==> src/rtl/sca_trigger_pkg.sv <==
// Shared types and default widths for the SCA capture trigger conditioner.
package sca_trigger_pkg;

    localparam int unsigned DefDelayW = 8;
    localparam int unsigned DefWidthW = 16;
    localparam int unsigned DefCntW   = 16;

    typedef enum logic [2:0] {
        ST_IDLE    = 3'd0,
        ST_ARMED   = 3'd1,
        ST_DELAY   = 3'd2,
        ST_ACTIVE  = 3'd3,
        ST_HOLDOFF = 3'd4
    } sca_trig_state_e;

endpackage

==> src/rtl/sca_trigger_cnt.sv <==
// Loadable down-counter; stops at zero and flags it.
module sca_trigger_cnt #(
    parameter int unsigned W = 8
) (
    input  logic         clk_i,
    input  logic         rst_ni,
    input  logic         load_i,
    input  logic [W-1:0] load_val_i,
    input  logic         dec_i,
    output logic         zero_o
);

    logic [W-1:0] cnt_q, cnt_d;

    always_comb begin
        cnt_d = cnt_q;
        if (load_i) begin
            cnt_d = load_val_i;
        end else if (dec_i && (cnt_q != '0)) begin
            cnt_d = cnt_q - W'(1);
        end
    end

    always_ff @(posedge clk_i) begin
        if (!rst_ni) begin
            cnt_q <= '0;
        end else begin
            cnt_q <= cnt_d;
        end
    end

    assign zero_o = (cnt_q == '0);

endmodule

==> src/rtl/sca_capture_trigger.sv <==
// Conditions the software SCA trigger: gated by AES busy, delayed, width-shaped,
// one trigger per software assertion, with a saturating fire counter and miss flag.
module sca_capture_trigger
    import sca_trigger_pkg::*;
#(
    parameter int unsigned DelayW = DefDelayW,
    parameter int unsigned WidthW = DefWidthW,
    parameter int unsigned CntW   = DefCntW
) (
    input  logic              clk_i,
    input  logic              rst_ni,
    input  logic              sw_trig_i,
    input  logic              busy_i,
    input  logic [DelayW-1:0] delay_i,
    input  logic [WidthW-1:0] width_i,
    input  logic              cnt_clr_i,
    output logic              trig_o,
    output logic [CntW-1:0]   fire_cnt_o,
    output logic              miss_o
);

    sca_trig_state_e   state_q, state_d;
    logic              sw_q, sw_d;
    logic [DelayW-1:0] dly_q, dly_d;
    logic [WidthW-1:0] wid_q, wid_d;
    logic              trig_q, trig_d;
    logic [CntW-1:0]   fire_cnt_q, fire_cnt_d;
    logic              miss_q, miss_d;

    logic sw_rise;
    logic latch_cfg, dly_load, dly_dec, dly_zero, wid_load, wid_dec, wid_zero;
    logic fire_inc, miss_set;

    assign sw_rise = sw_trig_i & ~sw_q;

    always_ff @(posedge clk_i) begin
        if (!rst_ni) begin
            state_q <= ST_IDLE;
        end else begin
            state_q <= state_d;
        end
    end

    always_comb begin
        state_d = state_q;
        unique case (state_q)
            ST_IDLE:    if (sw_rise) state_d = ST_ARMED;
            ST_ARMED: begin
                if (!sw_trig_i) begin
                    state_d = ST_HOLDOFF;
                end else if (busy_i) begin
                    state_d = (dly_q == '0) ? ST_ACTIVE : ST_DELAY;
                end
            end
            ST_DELAY: begin
                if (!busy_i) state_d = ST_HOLDOFF;
                else if (dly_zero) state_d = ST_ACTIVE;
            end
            // Programmed width is unconditional; zero width tracks busy & sw.
            ST_ACTIVE: begin
                if (wid_q != '0) begin
                    if (wid_zero) state_d = ST_HOLDOFF;
                end else if (!(busy_i && sw_trig_i)) begin
                    state_d = ST_HOLDOFF;
                end
            end
            ST_HOLDOFF: if (!sw_trig_i) state_d = ST_IDLE;
            default:    state_d = ST_IDLE;
        endcase
    end

    always_comb begin
        latch_cfg = (state_q == ST_IDLE) && sw_rise;
        dly_load  = (state_q == ST_ARMED) && sw_trig_i && busy_i && (dly_q != '0);
        dly_dec   = (state_q == ST_DELAY) && busy_i && !dly_zero;
        wid_load  = (state_d == ST_ACTIVE) && (state_q != ST_ACTIVE);
        wid_dec   = (state_q == ST_ACTIVE) && !wid_zero;
        fire_inc  = wid_load;
        miss_set  = ((state_q == ST_ARMED) && !sw_trig_i) ||
                    ((state_q == ST_DELAY) && !busy_i);
        trig_d    = (state_d == ST_ACTIVE);
    end

    always_comb begin
        sw_d  = sw_trig_i;
        dly_d = latch_cfg ? delay_i : dly_q;
        wid_d = latch_cfg ? width_i : wid_q;
        fire_cnt_d = fire_cnt_q;
        miss_d     = miss_q | miss_set;
        if (cnt_clr_i) begin
            fire_cnt_d = '0;
            miss_d     = 1'b0;
        end else if (fire_inc && (fire_cnt_q != '1)) begin
            fire_cnt_d = fire_cnt_q + CntW'(1);
        end
    end

    always_ff @(posedge clk_i) begin
        if (!rst_ni) begin
            sw_q       <= 1'b0;
            dly_q      <= '0;
            wid_q      <= '0;
            trig_q     <= 1'b0;
            fire_cnt_q <= '0;
            miss_q     <= 1'b0;
        end else begin
            sw_q       <= sw_d;
            dly_q      <= dly_d;
            wid_q      <= wid_d;
            trig_q     <= trig_d;
            fire_cnt_q <= fire_cnt_d;
            miss_q     <= miss_d;
        end
    end

    sca_trigger_cnt #(.W(DelayW)) u_dly_cnt (
        .clk_i      (clk_i),
        .rst_ni     (rst_ni),
        .load_i     (dly_load),
        .load_val_i (dly_q - DelayW'(1)),
        .dec_i      (dly_dec),
        .zero_o     (dly_zero)
    );

    sca_trigger_cnt #(.W(WidthW)) u_wid_cnt (
        .clk_i      (clk_i),
        .rst_ni     (rst_ni),
        .load_i     (wid_load),
        .load_val_i (wid_q - WidthW'(1)),
        .dec_i      (wid_dec),
        .zero_o     (wid_zero)
    );

    assign trig_o     = trig_q;
    assign fire_cnt_o = fire_cnt_q;
    assign miss_o     = miss_q;

endmodule
==> config.mk <==
export PLATFORM = sky130hd
export DESIGN_NAME = sca_capture_trigger
export DESIGN_NICKNAME = d
export VERILOG_FILES = /design/src/rtl/sca_trigger_pkg.sv /design/src/rtl/sca_trigger_cnt.sv /design/src/rtl/sca_capture_trigger.sv
export SDC_FILE = /design/constraint.sdc
export NUM_CORES = 1
export LEC_CHECK = 0
export CORE_ASPECT_RATIO = 1.75
export CORE_UTILIZATION = 56
export CTS_BUF_LIST = sky130_fd_sc_hd__clkbuf_4 sky130_fd_sc_hd__clkbuf_8 sky130_fd_sc_hd__clkbuf_16
export DETAILED_ROUTE_END_ITERATION = 12
export GPL_TIMING_DRIVEN = 0
export PLACE_DENSITY = 0.8
export SKIP_LAST_GASP = 1
export SLEW_MARGIN = 10
export SYNTH_ARGS = -nofsm -noshare
export SYNTH_HDL_FRONTEND = slang
export SYNTH_SLANG_ARGS = --single-unit
==> constraint.sdc <==
create_clock -name clk_i -period 3.7 [get_ports clk_i]
set_input_delay 0.37 -clock clk_i [delete_from_list [all_inputs] [get_ports clk_i]]
set_output_delay 0.37 -clock clk_i [all_outputs]
set_load 0.02 [all_outputs]
== After elaboration in Yosys (flattened, before gate mapping) ==
Index checks and enable logic that the tools add are counted.

* Input port bits: 29
* RAM bits: 0
* Word-level logic and storage cells: 70
* Bits in latches: 0
* Memories: 0
* Register bits after elaboration: 70
* ROM bits: 0

* Shifts and indexed selects: 0
* Equal/unequal tests: 7
* Add/subtract/negate cells: 5
* Reduce and logical (&&, ||, !) cells: 30
* Divide/modulo/power cells: 0
* Bitwise gates (word level): 4
* Magnitude comparators: 0
* $mul: 0
* Mux-type cells: 15

{| class="wikitable"
|+ Operator list
! cell !! number
|-
| 16-bit 2-to-1 mux || 2
|-
| 16-bit nonzero test || 2
|-
| 16-bit by 1-bit subtractor with 16-bit output, second input constant || 2
|-
| 3-bit 2-to-1 mux || 9
|-
| 16-bit by 1-bit adder with 16-bit output, second input constant || 1
|-
| 16-bit zero test || 1
|-
| 8-bit zero test || 2
|-
| 8-bit 2-to-1 mux || 2
|-
| 16-bit != test, second input constant || 1
|-
| 8-bit nonzero test || 2
|-
| 8-bit by 1-bit subtractor with 8-bit output, second input constant || 2
|-
| 3-bit case mux with 5 select lines || 1
|-
| 1-bit logical AND || 14
|-
| 3-bit by 2-bit == test with 1-bit output, second input constant || 3
|-
| 1-bit zero test || 4
|-
| 2-bit nonzero test || 2
|-
| 3-bit by 1-bit == test with 1-bit output, second input constant || 1
|-
| 3-bit == test, second input constant || 1
|-
| 3-bit zero test || 1
|-
| 3-bit by 2-bit != test with 1-bit output, second input constant || 1
|-
| 1-bit NOT || 2
|-
| 2-bit OR reduction || 1
|-
| 1-bit AND || 1
|-
| 1-bit logical OR || 1
|-
| 2 further kinds || 2
|}

== Depth between registers and ports, before layout ==
Gate-level depths: netlist of the first run.

* Depth in word-level cells: 8
* Mapped depth: 14

== Hierarchy ==
From an unflattened synthesis of the first run, not the netlist that was laid out.

* Cell total of the unflattened synthesis: 491
* Area, all modules: 4,003.8 µm²

{| class="wikitable"
|+ Modules (own cells, without submodules)
! module !! times used !! cells each !! area an instance (µm²)
|-
| sca_capture_trigger || 1 || 319 || 2,573.7
|-
| sca_trigger_cnt at u_wid_cnt || 1 || 114 || 922.1
|-
| sca_trigger_cnt at u_dly_cnt || 1 || 58 || 508.0
|}

== Least setup slack after synthesis of the first run ==
Ideal clock, no wire load.

* Path type: reg-to-reg
* Start: register u_dly_cnt.cnt_q[3]
* End: register u_wid_cnt.cnt_q[14]
* Setup time: 0.086 ns
* Data required time: 3.614 ns
* Period minus slack after synthesis: 3.012 ns
* Stages on the path, launching flop included: 14
* Arrival time: 2.927 ns
* Setup slack: 0.688 ns
* Path through: dfxtp_1 -> or4_1 -> nor2_1 -> a221o_2 -> nand2_1 -> clkbuf_1 -> a21boi_0 -> ha_1 -> buf_2 -> nand4_1 -> nor4_1 -> xor2_1 -> nor2_1 -> a211oi_1

* Cells in the longest elaborated chain, start to end: 7

{| class="wikitable"
|+ Ends and longest elaborated chain
! item !! line !! RTL
|-
| start: declaration || sca_trigger_cnt.sv:13 || <nowiki>logic [W-1:0] cnt_q, cnt_d;</nowiki>
|-
| start signal: assignment || sca_trigger_cnt.sv:28 || <nowiki>cnt_q <= cnt_d;</nowiki>
|-
| 8-bit zero test (*) || sca_trigger_cnt.sv:32 || <nowiki>assign zero_o = (cnt_q == '0);</nowiki>
|-
| 3-bit 2-to-1 mux (*) || sca_capture_trigger.sv:57 || <nowiki>else if (dly_zero) state_d = ST_ACTIVE;</nowiki>
|-
| 3-bit 2-to-1 mux (*) || sca_capture_trigger.sv:56 || <nowiki>if (!busy_i) state_d = ST_HOLDOFF;</nowiki>
|-
| 3-bit case mux with 5 select lines (*) || sca_capture_trigger.sv:46 || <nowiki>unique case (state_q)</nowiki>
|-
| 3-bit by 2-bit == test with 1-bit output (*) || sca_capture_trigger.sv:76 || <nowiki>wid_load = (state_d == ST_ACTIVE) && (state_q != ST_ACTIVE);</nowiki>
|-
| 1-bit logical AND (*) || sca_capture_trigger.sv:76 ||
|-
| 16-bit 2-to-1 mux / 2-bit nonzero test (equally long branches) || - ||
|-
| end signal: assignment || sca_trigger_cnt.sv:28 ||
|-
| end: declaration || sca_trigger_cnt.sv:13 ||
|}

Every way passes the cells marked *; elsewhere a longest branch is shown, timed or not.
A chain may end at the register's enable or synchronous reset.

== Worst setup path after layout of the first run ==
* Start: input sw_trig_i
* End: register u_wid_cnt.cnt_q[14]

* Cells in the longest elaborated chain, start to end: 7

{| class="wikitable"
|+ Ends and longest elaborated chain
! item !! line !! RTL
|-
| start: declaration || sca_capture_trigger.sv:12 || <nowiki>input logic sw_trig_i,</nowiki>
|-
| 1-bit logical AND || sca_capture_trigger.sv:63 || <nowiki>end else if (!(busy_i && sw_trig_i)) begin</nowiki>
|-
| 3-bit 2-to-1 mux || sca_capture_trigger.sv:63 ||
|-
| 3-bit 2-to-1 mux || sca_capture_trigger.sv:61 || <nowiki>if (wid_q != '0) begin</nowiki>
|-
| 3-bit case mux with 5 select lines (*) || sca_capture_trigger.sv:46 ||
|-
| 3-bit by 2-bit == test with 1-bit output (*) || sca_capture_trigger.sv:76 ||
|-
| 1-bit logical AND (*) || sca_capture_trigger.sv:76 ||
|-
| 16-bit 2-to-1 mux / 2-bit nonzero test (equally long branches) || - ||
|}

Marks and branches as above.

==> summary.txt, run 1 <==
Clock network
  – Clk Latency, worst-skew pair: 0.34 ns
  – CTS max path bufs: 2
  – Root buffer cell: clkbuf_16
  – # hold bufs at CTS: 0
  – CTS tree: done
  – CTS H-Tree Depth: 3
  – Clock slew at reported path FFs: 0.05 ns
  – Number of clock sinks: 70
  – Number of CTS-inserted buffers: 9

Drt
  – Post-route ant nets: 0
  – Via/cell ratio: 5.93
  – Final wirelength: 9.54 mm
  – Initial DRC Count: 186
  – Routed length per placed instance: 15.5 um
  – Residual DRC: 0
  – First-pass detailed-route iteration total: 5
  – DR vias: 3,650

Critical path
  – CP max FO: 10
  – CP peak stage delay: 0.53 ns
  – CP Data Arrival Time: 3.72 ns
  – Startpoint Class: primary input
  – Critical path's slowest cell: clkdlybuf4s50_1
  – WP data required: 3.95 ns
  – Worst Path Buf+Inv: 3
  – CP cell instances: clkdlybuf4s50_1 -> nand3b_1 -> nor2_1 -> a221o_2 -> nand2_2 -> buf_2 -> mux2i_1 -> ha_1 -> buf_2 -> nand4_1 -> nor4_1 -> xor2_1 -> nor2_1 -> a211oi_1
  – CP delay by family, top: simple AND/OR/NAND/NOR gates
  – Critical setup path kind: primary input to register
  – Critical Path End Type: register

Logic synthesis
  – Syn_nets: 501
  – Yosys reg bits: 70
  – Synthesized cell area: 3790 um^2
  – Per-instance average area after synthesis: 8.09 um^2
  – FFs w/ async S/R, synth: 0%
  – Most used DFF post-synth: dfxtp_1
  – Register area share after synthesis: 37.0%
  – Post-synth EDFFs: 0
  – Cell count after synthesis: 469
  – Warnings from Yosys: 0
  – Unique masters post-synth: 58

Placement
  – Count of input and output buffers: 45
  – Detail Placement HPWL: 7.03 mm
  – Placed Cells: 596
  – RePlAce Congestion: 0.868
  – Pre-CTS setup slack: -0.528 ns

Global route
  – Gr usage total: 28.3%
  – Grt total ovfl: 0
  – Via count of the first global-routing pass: 3,552
  – Initial antenna violation count: 0
  – Largest net degree at the start of global routing: 12
  – First-pass GRT wire length: 15.9 mm

Floorplan
  – Die Height: 111 um
  – Die W: 64.2 um
  – Starting density of the core: 58.0%
  – Core Rows: 39
  – Core region area: 6540 um^2
  – Num ports: 47
  – Die area: 7120 um^2

Cells and area
  – Final core utilization: 71.9%
  – Share of layout cells above drive strength 1: 7.12%
  – Net count, final: 561
  – P&R area growth vs syn: 23.9%
  – Fill cells: 549
  – Ant diodes: 0
  – Final Non-Filler Cells: 616

STA
  – Final critical-path share of the clock period: 93.7%
  – Setup violators final: 0
  – Max Fclk: 0.288 GHz
  – Setup ws final: 0.233 ns
  – RSZ-0062 raised after global routing: no
  – Slew @ Worst Pin: 1.11 ns
  – Hold Violations, Final: 0
  – Slew Limit Fails: 0
  – Tmin final: 3.47 ns
  – Slew HR: 25.3%
  – Clock skew: 0.00595 ns

Pwr
  – Maximum vdd drop: 0.000406 V
  – Pwr Density: 430 nW/um^2
  – Leak pwr: 1.86 nW

Run
  – Number of max-cap violations: 0

Status
  – Outcome: finished, final reports clean

Hold path
  – Hold Crit Class: primary input to register
==> through the flow <==
stage	hold WS (ns)	area, um^2	setup TNS, ns	power [mW]
final	0.461	4700	0	2.02
after global routing	0.518	4700	0	2.10
after CTS	0.464	4670	0	2.02
after detailed placement	0.473	4350	-1.95	1.13
after global placement	0.460	4350	-1.71	1.13
after floorplan	0.452	3790	0	1.04
==> cell type report <==
cell class              count  area [um^2]  area share [%]
clock buffers              13          268            5.70
well taps                  82          103            2.18
multi-input cells         370         2270            48.4
repair buffers             49          480            10.2
flip-flops and latches     70         1400            29.8
inverters                   5         18.8           0.399
plain buffers              24          113            2.40
clock inverters             3         42.5           0.905
==> what timing repair did <==
action | CTS | global route
resized for setup | 2 | 2
endpoints found under the setup margin | 2 | 4
buffers inserted | 0 | 4
pin swaps | 0 | 2
==> tightest hold or removal path, stage by stage <==
cell and delay, ns:
clkbuf_1 0.19, inv_1 0.14, a211oi_1 0.05
==> synthesized netlist by cell type, types with 2 or more instances <==
cell type	count	area, um^2
a21boi_0	29	218
a211o_1	2	17.5
mux2i_1	10	100
a31oi_1	2	12.5
nand3b_1	4	30.0
o211ai_1	4	30.0
nor2_1	35	131
nor4_1	6	37.5
o31ai_1	5	37.5
nor3_1	15	75.1
o41ai_1	2	17.5
a21oi_1	21	105
and2_1	3	18.8
o311ai_0	2	17.5
xnor2_1	14	123
a211oi_1	2	15.0
o21ai_0	19	95.1
nor2b_1	2	12.5
buf_2	5	25.0
or2_2	2	12.5
nand2_1	83	312
buf_1	2	7.51
and3_1	6	37.5
buf_6	2	22.5
or4_1	16	120
nand4_1	7	43.8
nand2b_1	6	37.5
dfxtp_1	70	1400
inv_1	5	18.8
nand3_1	13	65.1
nand4b_1	2	17.5
a22oi_1	2	15.0
nor3b_1	3	22.5
o211a_1	7	70.1
or3_1	7	43.8
xor2_1	14	123
ha_1	3	37.5
nand3_2	2	20.0
o311a_1	2	20.0
clkbuf_1	15	56.3
==> registers in the layout, indices dropped and copies added (netlist names) <==
register / count
u_wid_cnt.cnt_q: 16
dly_q: 8
u_dly_cnt.cnt_q: 8
state_q: 3
wid_q: 16
fire_cnt_o: 16
trig_o: 1
sw_q: 1
miss_o: 1
==> layout by cell type, fill, tap and decap left out, types with 4 or more instances in the layout <==
cell             count
a21boi_0            29
or4_1               16
a21oi_1             21
nor3_1              15
o21ai_0             19
mux2i_1             10
o211a_1              7
nand3_1             13
o211ai_1             4
buf_2                6
and3_1               6
o31ai_1              5
buf_4                4
nor4_1               6
inv_1                5
nand2_1             82
nand3b_1             4
nand4_1              7
xnor2_1             14
xor2_1              14
clkdlybuf4s50_1     45
nand2b_1             6
dfxtp_1             70
or3_1                7
clkbuf_16            9
clkbuf_1            14
nor2_1              35
==> logic make-up after synthesis <==
logic type	Yosys count	share of synthesized area (%)
AOI/OAI and AO/OA	112	20.8
adders and majority gates	3	0.990
muxes	10	2.64
DFF	70	37.0
and+or+nand+nor	217	28.7
buffers and inverters	29	3.43
xor gates and xnor gates	28	6.47
==> worst paths after layout <==
kind | slack (ns) | cells after the start | startpoint | end
max reg2reg | 0.28 | 13 | state_q[1] | u_wid_cnt.cnt_q[14]
min reg2reg | 0.48 | 2 | miss_o | miss_o
min | 0.46 | 3 | rst_ni | u_wid_cnt.cnt_q[14]
max | 0.23 | 14 | sw_trig_i | u_wid_cnt.cnt_q[14]
==> routing by layer <==
metal | share of wire, % | vias to the layer above | global-route usage (%)
li1 | - | 1819 | -
met2 | 54 | 99 | 51.0
met4 | 2.2 | 0 | 12.9
met5 | 0 | - | 0
met1 | 40 | 1714 | 30.2
met3 | 3.9 | 18 | 6.69
==> report_power, final <==
| part | total (mW) | switching [mW] | internal (mW) |
|---|---|---|---|
| registers | 0.819 | 0.0349 | 0.784 |
| clock network | 0.888 | 0.316 | 0.572 |
| logic | 0.314 | 0.175 | 0.139 |
| total | 2.02 | 0.526 | 1.49 |
(Power assumes the default switching activity.)
==> inputs of run 2 (changes only) <==
--- a/config.mk
+++ b/config.mk
@@ -5,6 +5,7 @@
 export SDC_FILE = /design/constraint.sdc
 export NUM_CORES = 1
 export LEC_CHECK = 0
+export ABC_AREA = 1
 export CORE_ASPECT_RATIO = 1.75
 export CORE_UTILIZATION = 56
 export CTS_BUF_LIST = sky130_fd_sc_hd__clkbuf_4 sky130_fd_sc_hd__clkbuf_8 sky130_fd_sc_hd__clkbuf_16
@@ -12,7 +13,6 @@
 export GPL_TIMING_DRIVEN = 0
 export PLACE_DENSITY = 0.8
 export SKIP_LAST_GASP = 1
-export SLEW_MARGIN = 10
 export SYNTH_ARGS = -nofsm -noshare
 export SYNTH_HDL_FRONTEND = slang
 export SYNTH_SLANG_ARGS = --single-unit
==> summary.txt, run 2 <==
Status
  – Outcome: finished, final reports clean

STA
  – Slew Limit Fails: 0 (unchanged)
  – Slew HR: 61.7% (+36 points)
  – Max Fclk: 0.358 GHz (+24%)
  – RSZ-0062 raised after global routing: no
  – Setup violators final: 0 (unchanged)
  – Hold Violations, Final: 0 (unchanged)
  – Setup ws final: 0.910 ns (+0.676 ns)
  – Final critical-path share of the clock period: 75.4% (-18 points)
  – Post-route setup TNS: 0 ns (unchanged)
  – Tmin final: 2.79 ns (-0.676 ns)
  – Slew @ Worst Pin: 0.572 ns (-0.541 ns)
  – Clock skew: 0.00512 ns (-0.000833 ns)

Placement
  – Pre-CTS setup slack: 0.597 ns (+1.13 ns)
  – RePlAce Congestion: 0.929 (+7.1%)
  – Detail Placement HPWL: 7.84 mm (+12%)
  – Count of input and output buffers: 46 (+2.2%)
  – Placed Cells: 746 (+25%)

Critical path
  – Worst Setup SP: sw_trig_i
  – Critical setup path kind: primary input to register
  – Startpoint Class: primary input
  – Flop2flop setup slack: 1.03 ns (+0.75 ns)
  – CP Data Arrival Time: 3.07 ns (-0.65 ns)
  – CP max FO: 10 (unchanged)
  – RR Startpoint: wid_q[14]
  – WP data required: 3.98 ns (+0.03 ns)
  – Critical Path End Type: register
  – Worst Reg-to-Reg Cells: 17 (+4)
  – Reg-to-reg endpoint: u_wid_cnt.cnt_q[8]

Drt
  – First-pass detailed-route iteration total: 4 (-1)
  – Final wirelength: 10.1 mm (+6.4%)
  – Routed length per placed instance: 13.3 um (-14%)
  – Via/cell ratio: 5.34 (-9.8%)
  – Initial DRC Count: 275 (+48%)
  – DR vias: 4,071 (+12%)
  – Post-route ant nets: 0 (unchanged)
  – Residual DRC: 0 (unchanged)

Logic synthesis
  – FFs w/ async S/R, synth: 0% (unchanged)
  – Area leader, netlist: dfxtp_1
  – Most used DFF post-synth: dfxtp_1
  – Post-synth top cells: nand2_1, inv_1, nor2_1
  – Area share of the largest cell type after synthesis: 35.6% (-1.3 points)
  – Per-instance average area after synthesis: 6.38 um^2 (-21%)
  – Synthesized cell area: 3930 um^2 (+3.7%)
  – Synth top area cells: dfxtp_1, nand2_1, inv_1, nor2_1, o21ai_0
  – Register area share after synthesis: 35.6% (-1.3 points)
  – Post-synth EDFFs: 0 (unchanged)
  – Yosys reg bits: 70 (unchanged)
  – Most frequent cell after synthesis: nand2_1
  – Unique masters post-synth: 37 (-36%)
  – Warnings from Yosys: 0 (unchanged)
  – Syn_nets: 648 (+29%)
  – Cell count after synthesis: 616 (+31%)

Cells and area
  – Most frequent cells in the layout: nand2_1, inv_1, nor2_1, dfxtp_1, o21ai_0
  – Ant diodes: 0 (unchanged)
  – Most common cell after layout, fill and taps aside: nand2_1
  – Final core utilization: 71.3% (-0.57 points)
  – Share of layout cells above drive strength 1: 7.37% (+0.26 points)
  – Net count, final: 705 (+26%)
  – P&R area growth vs syn: 23.4%
  – Final Non-Filler Cells: 762 (+24%)

Pwr
  – Leak pwr: 2.34 nW (+26%)
  – Maximum vdd drop: 0.000339 V (-16%)
  – Pwr Density: 443 nW/um^2 (+3.1%)
  – Final Power: 2.15 mW (+6.5%)

Global route
  – Via count of the first global-routing pass: 3,917 (+10%)
  – Grt total ovfl: 0 (unchanged)
  – Initial antenna violation count: 0 (unchanged)
  – First-pass GRT wire length: 16.6 mm (+5.0%)
  – Gr usage total: 29.5% (+1.2 points)
  – Largest net degree at the start of global routing: 12 (unchanged)

Clock network
  – Number of CTS-inserted buffers: 9 (unchanged)
  – CTS tree: done
  – Root buffer cell: clkbuf_16
  – Number of clock sinks: 70 (unchanged)
  – CTS max path bufs: 2 (unchanged)
  – CTS H-Tree Depth: 3 (unchanged)
  – Post-cts resize count: 0 (-2)
  – Clock slew at reported path FFs: 0.06 ns (about the same)
  – Setup Fix Bufs, Post-CTS: 0 (unchanged)
  – Clk Latency, worst-skew pair: 0.34 ns (about the same)
  – # hold bufs at CTS: 0 (unchanged)

Hold path
  – Hold EP: wid_q[12]
  – Worst Hold Launch: wid_q[12]
  – Hold path cells: 2 (-1)
  – Hold Crit Class: register to register

Floorplan
  – Num ports: 47 (unchanged)
  – Die Height: 113 um (+1.8%)
  – Die area: 7370 um^2 (+3.6%)
  – Starting density of the core: 57.8% (-0.22 points)
  – Core Rows: 40 (+2.6%)
  – Die W: 65.3 um (+1.8%)
  – Core region area: 6810 um^2 (+4.1%)

Run
  – Number of max-cap violations: 0 (unchanged)
==> run 2: worst max-delay path by stage <==
stage / to
2_1_floorplan: u_wid_cnt.cnt_q[12]
3_3_place_gp: u_wid_cnt.cnt_q[12]
3_5_place_dp: u_wid_cnt.cnt_q[10]
4_1_cts: u_wid_cnt.cnt_q[10]
5_1_grt: u_wid_cnt.cnt_q[8]
6_report: u_wid_cnt.cnt_q[8]
==> run 2: final cells by class <==
type / count / area (um^2)
clock buffers: 14 / 294
fillers: 618 / 1950
well taps: 84 / 105
plain buffers: 21 / 96.3
repair buffers: 46 / 460
inverters: 98 / 368
flip-flops and latches: 70 / 1400
multi-input cells: 427 / 2070
clock inverters: 2 / 60.1
==> run 2: power breakdown <==
group | leakage, nW | switching, mW | internal, mW
sequential | 0.570 | 0.0297 | 0.792
combinational | 1.60 | 0.200 | 0.125
clock | 0.175 | 0.323 | 0.682
==> run 2: cell families (layout without fill, tap and decap cells) <==
kind of cell | Yosys count | after routing | share of synthesized area [%]
adders and majority gates | 3 | 3 | 0.955
buffers and inverters | 119 | 181 | 11.8
and+or+nand+nor | 312 | 312 | 35.5
xor gates and xnor gates | 4 | 4 | 0.891
DFF | 70 | 70 | 35.6
muxes | 2 | 2 | 0.509
AOI/OAI and AO/OA | 106 | 106 | 14.7
==> run 2: per-stage QoR <==
stage / instance area, um^2 / hold WS (ns)
after detailed placement: 4500 / 0.462
after floorplan: 3930 / 0.439
after CTS: 4850 / 0.470
after global routing: 4850 / 0.500
final: 4850 / 0.467
after global placement: 4500 / 0.459
==> run 2: layer usage <==
layer / vias to the layer above / GRT usage, % / routed length (um)
li1: 2078 / - / -
met1: 1853 / 27.5 / 3690
met2: 98 / 56.3 / 5670
met3: 42 / 5.85 / 275
met4: 0 / 17.5 / 514
met5: - / 0 / 0
==> run 2: critical path, cell delays in order <==
cell and delay (ns):
clkdlybuf4s50_1 0.55, inv_1 0.08, nor2_2 0.10, nand3_2 0.18, nand2_1 0.12, nor2_1 0.08, o21ai_4 0.22, buf_4 0.21
nand3_1 0.08, nand2_1 0.14, ha_1 0.22, nand2_1 0.18, nor2_4 0.19, nand2_1 0.08, nand3_1 0.12, nand3_1 0.08
inv_1 0.07
